### config.mk
export PLATFORM = sky130hd
export DESIGN_NAME = mult_accumulator_flat
export DESIGN_NICKNAME = d
export VERILOG_FILES = /design/src/rtl/mult_accumulator_if.sv /design/src/rtl/mult_accumulator.sv /design/src/flat_wrapper.sv
export SDC_FILE = /design/constraint.sdc
export NUM_CORES = 1
export LEC_CHECK = 0
export BUFFER_PORTS_ARGS = -buffer_cell sky130_fd_sc_hd__buf_2
export CAP_MARGIN = 25
export CORE_MARGIN = 8
export CORE_UTILIZATION = 31
export CTS_BUF_LIST = sky130_fd_sc_hd__clkbuf_4 sky130_fd_sc_hd__clkbuf_8 sky130_fd_sc_hd__clkbuf_16
export DETAILED_ROUTE_END_ITERATION = 16
export GPL_ROUTABILITY_DRIVEN = 1
export SLEW_MARGIN = 20
export SYNTH_ARGS = -nofsm -noshare
export SYNTH_HDL_FRONTEND = slang
export SYNTH_SLANG_ARGS = --single-unit
### constraint.sdc
create_clock -name clk -period 4.6 [get_ports clk]
set_clock_uncertainty 0.1 [all_clocks]
set_input_delay 0.92 -clock clk [delete_from_list [all_inputs] [get_ports clk]]
set_output_delay 0.92 -clock clk [all_outputs]
set_load 0.1 [all_outputs]
### src/rtl/mult_accumulator_if.sv
// Handshake bundle for mult_accumulator: product input stream, result output stream and abort.
interface mult_accumulator_if #(
  parameter int ACC_W = 12
);
  logic             clear;
  logic             in_valid;
  logic             in_ready;
  logic [7:0]       product;
  logic             out_valid;
  logic             out_ready;
  logic [ACC_W-1:0] acc_out;
  logic             overflow;
  logic [3:0]       count;

  modport master (
    output clear, in_valid, product, out_ready,
    input  in_ready, out_valid, acc_out, overflow, count
  );

  modport slave (
    input  clear, in_valid, product, out_ready,
    output in_ready, out_valid, acc_out, overflow, count
  );
endinterface

### src/rtl/mult_accumulator.sv
// Sums N_TERMS consecutive 8-bit products into an ACC_W-bit total and hands the
// result downstream over a valid/ready handshake.
module mult_accumulator #(
  parameter int N_TERMS = 4,
  parameter int ACC_W   = 12
) (
  input  logic              clk,
  input  logic              rst_n,
  mult_accumulator_if.slave bus
);
  typedef enum logic {ACCUM, HOLD} state_t;

  localparam logic [3:0] LAST_IDX = 4'(N_TERMS - 1);
  localparam logic [3:0] FULL_CNT = 4'(N_TERMS);

  state_t           state;
  state_t           state_next;
  logic [ACC_W-1:0] acc;
  logic [ACC_W-1:0] acc_out_q;
  logic [ACC_W-1:0] sum;
  logic [3:0]       count_q;
  logic             overflow_q;
  logic             out_valid_q;
  logic             ready;
  logic             accept;
  logic             final_term;
  logic             carry;

  assign {carry, sum} = {1'b0, acc} + {{(ACC_W - 7){1'b0}}, bus.product};

  // in_ready depends on state alone, so out_ready never reaches it combinationally.
  assign ready         = (state == ACCUM);
  assign bus.in_ready  = ready;
  assign bus.out_valid = out_valid_q;
  assign bus.acc_out   = acc_out_q;
  assign bus.overflow  = overflow_q;
  assign bus.count     = count_q;

  always_ff @(posedge clk or negedge rst_n) begin
    if (!rst_n) state <= ACCUM;
    else        state <= state_next;
  end

  always_comb begin
    state_next = state;
    accept     = 1'b0;
    final_term = 1'b0;
    case (state)
      ACCUM: begin
        accept     = bus.in_valid && ready && !bus.clear;
        final_term = accept && (count_q == LAST_IDX);
        if (final_term) state_next = HOLD;
      end
      HOLD: begin
        if (bus.clear || bus.out_ready) state_next = ACCUM;
      end
      default: state_next = ACCUM;
    endcase
  end

  // Clear discards the partial sum and any pending result but leaves acc_out untouched.
  always_ff @(posedge clk or negedge rst_n) begin
    if (!rst_n) begin
      acc         <= '0;
      acc_out_q   <= '0;
      count_q     <= 4'd0;
      overflow_q  <= 1'b0;
      out_valid_q <= 1'b0;
    end else if (bus.clear) begin
      acc         <= '0;
      count_q     <= 4'd0;
      overflow_q  <= 1'b0;
      out_valid_q <= 1'b0;
    end else if (accept) begin
      overflow_q <= overflow_q | carry;
      if (final_term) begin
        acc_out_q   <= sum;
        out_valid_q <= 1'b1;
        acc         <= '0;
        count_q     <= FULL_CNT;
      end else begin
        acc     <= sum;
        count_q <= count_q + 4'd1;
      end
    end else if (state == HOLD && bus.out_ready) begin
      out_valid_q <= 1'b0;
      overflow_q  <= 1'b0;
      count_q     <= 4'd0;
    end
  end
endmodule

### src/flat_wrapper.sv
// flat-port wrapper written by rule: the top's interface ports become plain ports
module mult_accumulator_flat 
#(
  parameter int N_TERMS = 4,
  parameter int ACC_W   = 12
)
  (clk, rst_n, bus_clear, bus_in_valid, bus_product, bus_out_ready, bus_in_ready, bus_out_valid, bus_acc_out, bus_overflow, bus_count);
  mult_accumulator_if #(.ACC_W(ACC_W)) bus_i ();
  input  logic clk;
  input  logic rst_n;
  input wire logic [$bits(bus_i.clear)-1:0] bus_clear;
  input wire logic [$bits(bus_i.in_valid)-1:0] bus_in_valid;
  input wire logic [$bits(bus_i.product)-1:0] bus_product;
  input wire logic [$bits(bus_i.out_ready)-1:0] bus_out_ready;
  output wire logic [$bits(bus_i.in_ready)-1:0] bus_in_ready;
  output wire logic [$bits(bus_i.out_valid)-1:0] bus_out_valid;
  output wire logic [$bits(bus_i.acc_out)-1:0] bus_acc_out;
  output wire logic [$bits(bus_i.overflow)-1:0] bus_overflow;
  output wire logic [$bits(bus_i.count)-1:0] bus_count;
  assign bus_i.clear = bus_clear;
  assign bus_i.in_valid = bus_in_valid;
  assign bus_i.product = bus_product;
  assign bus_i.out_ready = bus_out_ready;
  assign bus_in_ready = bus_i.in_ready;
  assign bus_out_valid = bus_i.out_valid;
  assign bus_acc_out = bus_i.acc_out;
  assign bus_overflow = bus_i.overflow;
  assign bus_count = bus_i.count;
  mult_accumulator #(.N_TERMS(N_TERMS), .ACC_W(ACC_W)) u_core (.clk(clk), .rst_n(rst_n), .bus(bus_i));
endmodule
After elaboration in Yosys (flattened, before gate mapping)
Index checks and enable logic that the tools add are counted.
- flip-flop bits (word level): 31
- word-level logic and storage cells: 41
- output and inout bits: 19
- bits of input ports: 13
- eq/ne operators: 2
- bitwise logic cells: 3
- reductions and logical operators: 10
- $add $sub $neg: 2
- mux-type cells: 18
- operator list (operator ; count):
    $mux W12 ; 3
    $mux W4 ; 4
    $add A12 B8 Y13 ; 1
    $mux W1 ; 10
    $add A4 B1 Y4 const B ; 1
    $eq A4 B2 Y1 const B ; 1
    $logic_and A1 B1 Y1 ; 4
    $ne A3 B3 Y1 const B ; 1
    $reduce_and A3 Y1 ; 1
    $reduce_bool A3 Y1 ; 1
    $not A1 Y1 ; 2
    $pmux W1 S2 ; 1
    $reduce_and A2 Y1 ; 1
    $reduce_bool A2 Y1 ; 1
    $logic_not A1 Y1 ; 1
    $logic_or A1 B1 Y1 ; 1
    $or A1 B1 Y1 ; 1

Depth between registers and ports, before layout
- word-level depth: 8
- gate-level depth with buffers: 8
- depth with buffers taken out: 8

Worst setup path before layout
Ideal clock, no wire load.
- kind: in2reg
- start: input port bus_product[0]
- end: register u_core.acc[10]
- path slack: 2.027 ns
- required time: 4.424 ns
- buffers on the path: 0
- data arrival time: 2.396 ns
- stages on the path: 8
- library setup time: 0.076 ns
- cells stage by stage: ha_1 > inv_1 > fa_1 > nand2b_1 > a21oi_1 > o21ai_1 > or3_1 > o21ai_1
- longest elaborated chain between the ends: 4
- RTL lines (what ; line ; source):
    start: declaration ; flat_wrapper.sv:13 ; input wire logic [$bits(bus_i.product)-1:0] bus_product;
    $add A12 B8 Y13 ; mult_accumulator.sv:29 ; assign {carry, sum} = {1'b0, acc} + {{(ACC_W - 7){1'b0}}, bus.product};
    $mux W12 ; mult_accumulator.sv:76 ; if (final_term) begin
    $mux W12 ; mult_accumulator.sv:74 ; end else if (accept) begin
    $mux W12 ; mult_accumulator.sv:69 ; end else if (bus.clear) begin
    end signal: assignment ; mult_accumulator.sv:82 ; acc <= sum;
    end: declaration ; mult_accumulator.sv:18 ; logic [ACC_W-1:0] acc;
No other way between the ends. The select of a mux whose other input is x is not followed.
A chain may end at the register's enable or synchronous reset.

Worst setup path after layout
Same ends and word-level chain as after synthesis.

==> results.toml <==
[outcome]
outcome = "finished, final reports clean"

[synth]
yosysSeqAreaShare = 0.464
postSynthNetCount = 183
synth_common_cells = "31 x dfrtp_1, 14 x nand2_1, 13 x a21oi_1, 12 x o21ai_1, 11 x inv_1"
synthDominantCellAreaShare = 0.464
synth_top_area_cell = "dfrtp_1"
synth_most_common_cell = "dfrtp_1"
synthCells = 160
ys_seq_elements = 31
syn_area_per_cell_sq_um = 10.4
yosysWarnings = 0
synth_area_leaders = "dfrtp_1 46%, ha_1 6.7%, xnor2_1 4.7%"
synth_flop_cell = "dfrtp_1"
synth-async-reset-ratio = 1.00
synth_edf_count = 0
syn_area_sq_um = 1670
synth_cell_types = 38

[cells_and_area]
final_area_sq_um = 2010
multi_input_area_sq_um = 827
drive_above_1_share = 0.265
area_growth_pct = 20.4
nets = 218
num_antenna_cells = 0
seq_area_sq_um = 776
fillerInstances = 536

[placed_design]
gp_congestion = 0.763
dpl_cell_area_sq_um = 1890
place_hpwl_mm = 2.79
port_buffers = 31

[cts]
cts_resized = 0
cts_sinks = 31
max-clock-path-buffers = 2
clkLatencyLatePin_ps = 280
cts_hold_buffers = 0
cts_root_buf = "clkbuf_8"
cts_inserted_buffers = 5
clk_pin_slew_ps = 70
cts_max_level = 2
cts_setup_buffers = 0
cts_tree = "built"

[floorplan]
io-pin-count = 32
initial_utilization = 0.325
die_w_microns = 89.4
num_rows = 26
core_area_sq_um = 5140
die_h_microns = 89.4
die_area_sq_um = 7990

[power_and_ir_drop]
power_density_nw_per_um2 = 440
leakage_nw = 0.968
ir_drop_v = 0.000288

[route]
drt-initial-drc-count = 41
firstDrtPassIters = 4
drt-total-wl_mm = 3.70
wl_per_cell_microns = 13.9
viasPerCell = 4.76
drc = 0
detail-route-antenna-nets = 0
num_vias = 1266

[min_path]
min_path_type = "flip-flop to flip-flop"

[worst_setup_path]
crit_path_end_kind = "flip-flop"
crit_path_start_kind = "input pin"
arrival_ps = 2700
critPathMaxFanout = 4
worst_ep_required_time_ps = 4710
rrSetupSlack_ps = 2350
critical_path_class = "input pin to flip-flop"

[sta]
min_period_ps = 2590
finalSetupViolCount = 0
worst_pin_slew_ps = 690
clock.fmax_ghz = 0.386
hold_violations = 0
slew_headroom = 0.540
rsz0062_at_grt = "no"
finalCritPeriodShare = 0.563
setup_tns_ps = 0
final_max_slew_viol_count = 0

[global_route]
antenna_found_initial = 0
grt_overflow = 0
grt_pass1_vias = 1322
grt_max_degree = 32
grt_pass1_wl_mm = 6.25
grt_usage = 0.103

[run]
drv_cap = 0
## state kept, by name, summed over array words and instances, names as in the netlist
name and cells:
u_core.acc 12, u_core.bus.acc_out 12, u_core.bus.count 4, u_core.bus.out_valid 1, u_core.bus.overflow 1, u_core.state 1
## cells by family after synthesis
kind of cell | Yosys count | share of synthesized area
compound gates | 49 | 0.187
xor+xnor | 11 | 0.0577
mux | 7 | 0.0472
flops | 31 | 0.464
fa+ha+maj | 10 | 0.0794
simple gates | 37 | 0.124
buf+inv | 15 | 0.0404
## layout by cell type, fill, tap and decap left out, drive strengths merged
master,synthesis,layout
a2bb2oi,1,1
o211ai,2,2
clkinv,0,1
or3,3,3
nor3,2,2
buf,4,32
clkbuf,0,6
mux2,7,7
ha,9,9
xnor2,9,9
nand2,15,15
a22o,8,8
nand3,2,2
nand2b,2,2
and2,2,2
o311ai,1,1
xor2,2,2
a21o,2,2
nand3b,1,1
dfrtp,31,31
nor2b,1,1
o21ai,18,18
inv,11,11
nand4,2,2
or4,1,1
a211oi,3,3
a31oi,1,1
fa,1,1
bufinv,0,1
nor2,5,5
nor3b,1,1
a21oi,13,13
## cell type report
cell class | count | share of cell area
timing repair buffer | 32 | 0.0808
sequential | 31 | 0.386
inverter | 11 | 0.0205
clock buffer | 6 | 0.0410
multi-input combinational | 114 | 0.411
tap | 70 | 0.0435
clock inverter | 2 | 0.0174
## report_power, final
part           internal, mW  total, mW  switching [mW]
combinational        0.0745      0.294           0.219
clock                 0.175      0.275           0.100
sequential            0.301      0.317          0.0154
total                 0.551      0.886           0.335
## per-stage QoR
stage                     power (mW)  instances  setup WS [ps]  hold WS [ps]   util
after detailed placement       0.619        258           1720           375  0.369
after CTS                      0.899        266           2010           391  0.391
after global placement         0.616        258           1770           368  0.369
after floorplan                0.562        160           2030           370      -
final                          0.886        266           2010           382  0.391
after global routing           0.935        266           1850           412  0.391
## routing by layer
layer | track usage | up-vias | wire [microns]
met5 | 0 | - | 0
met4 | 0.0317 | 0 | 39
li1 | - | 644 | -
met2 | 0.161 | 27 | 1700
met3 | 0.0358 | 4 | 239
met1 | 0.128 | 591 | 1720
## path summary, 6_finish.rpt
kind / to / start / cells past startpoint
worst max-delay path: u_core.acc[10] / bus_product[0] / 9
worst min-delay path: u_core.bus.acc_out[1] / u_core.bus.acc_out[1] / 2
worst max register to register: u_core.acc[10] / u_core.acc[0] / 8
worst min register to register: u_core.bus.acc_out[1] / u_core.bus.acc_out[1] / 2
max in group asynchronous: u_core.bus.acc_out[6] / rst_n / 1
min in group asynchronous: u_core.bus.acc_out[9] / rst_n / 1
## critical path, cell delays in order
cell	delay, ps
buf_2	80
ha_1	190
inv_1	70
fa_1	410
nand2b_1	180
a21oi_1	250
o21ai_1	190
or3_1	330
o21ai_1	80
(Power assumes the default switching activity.)
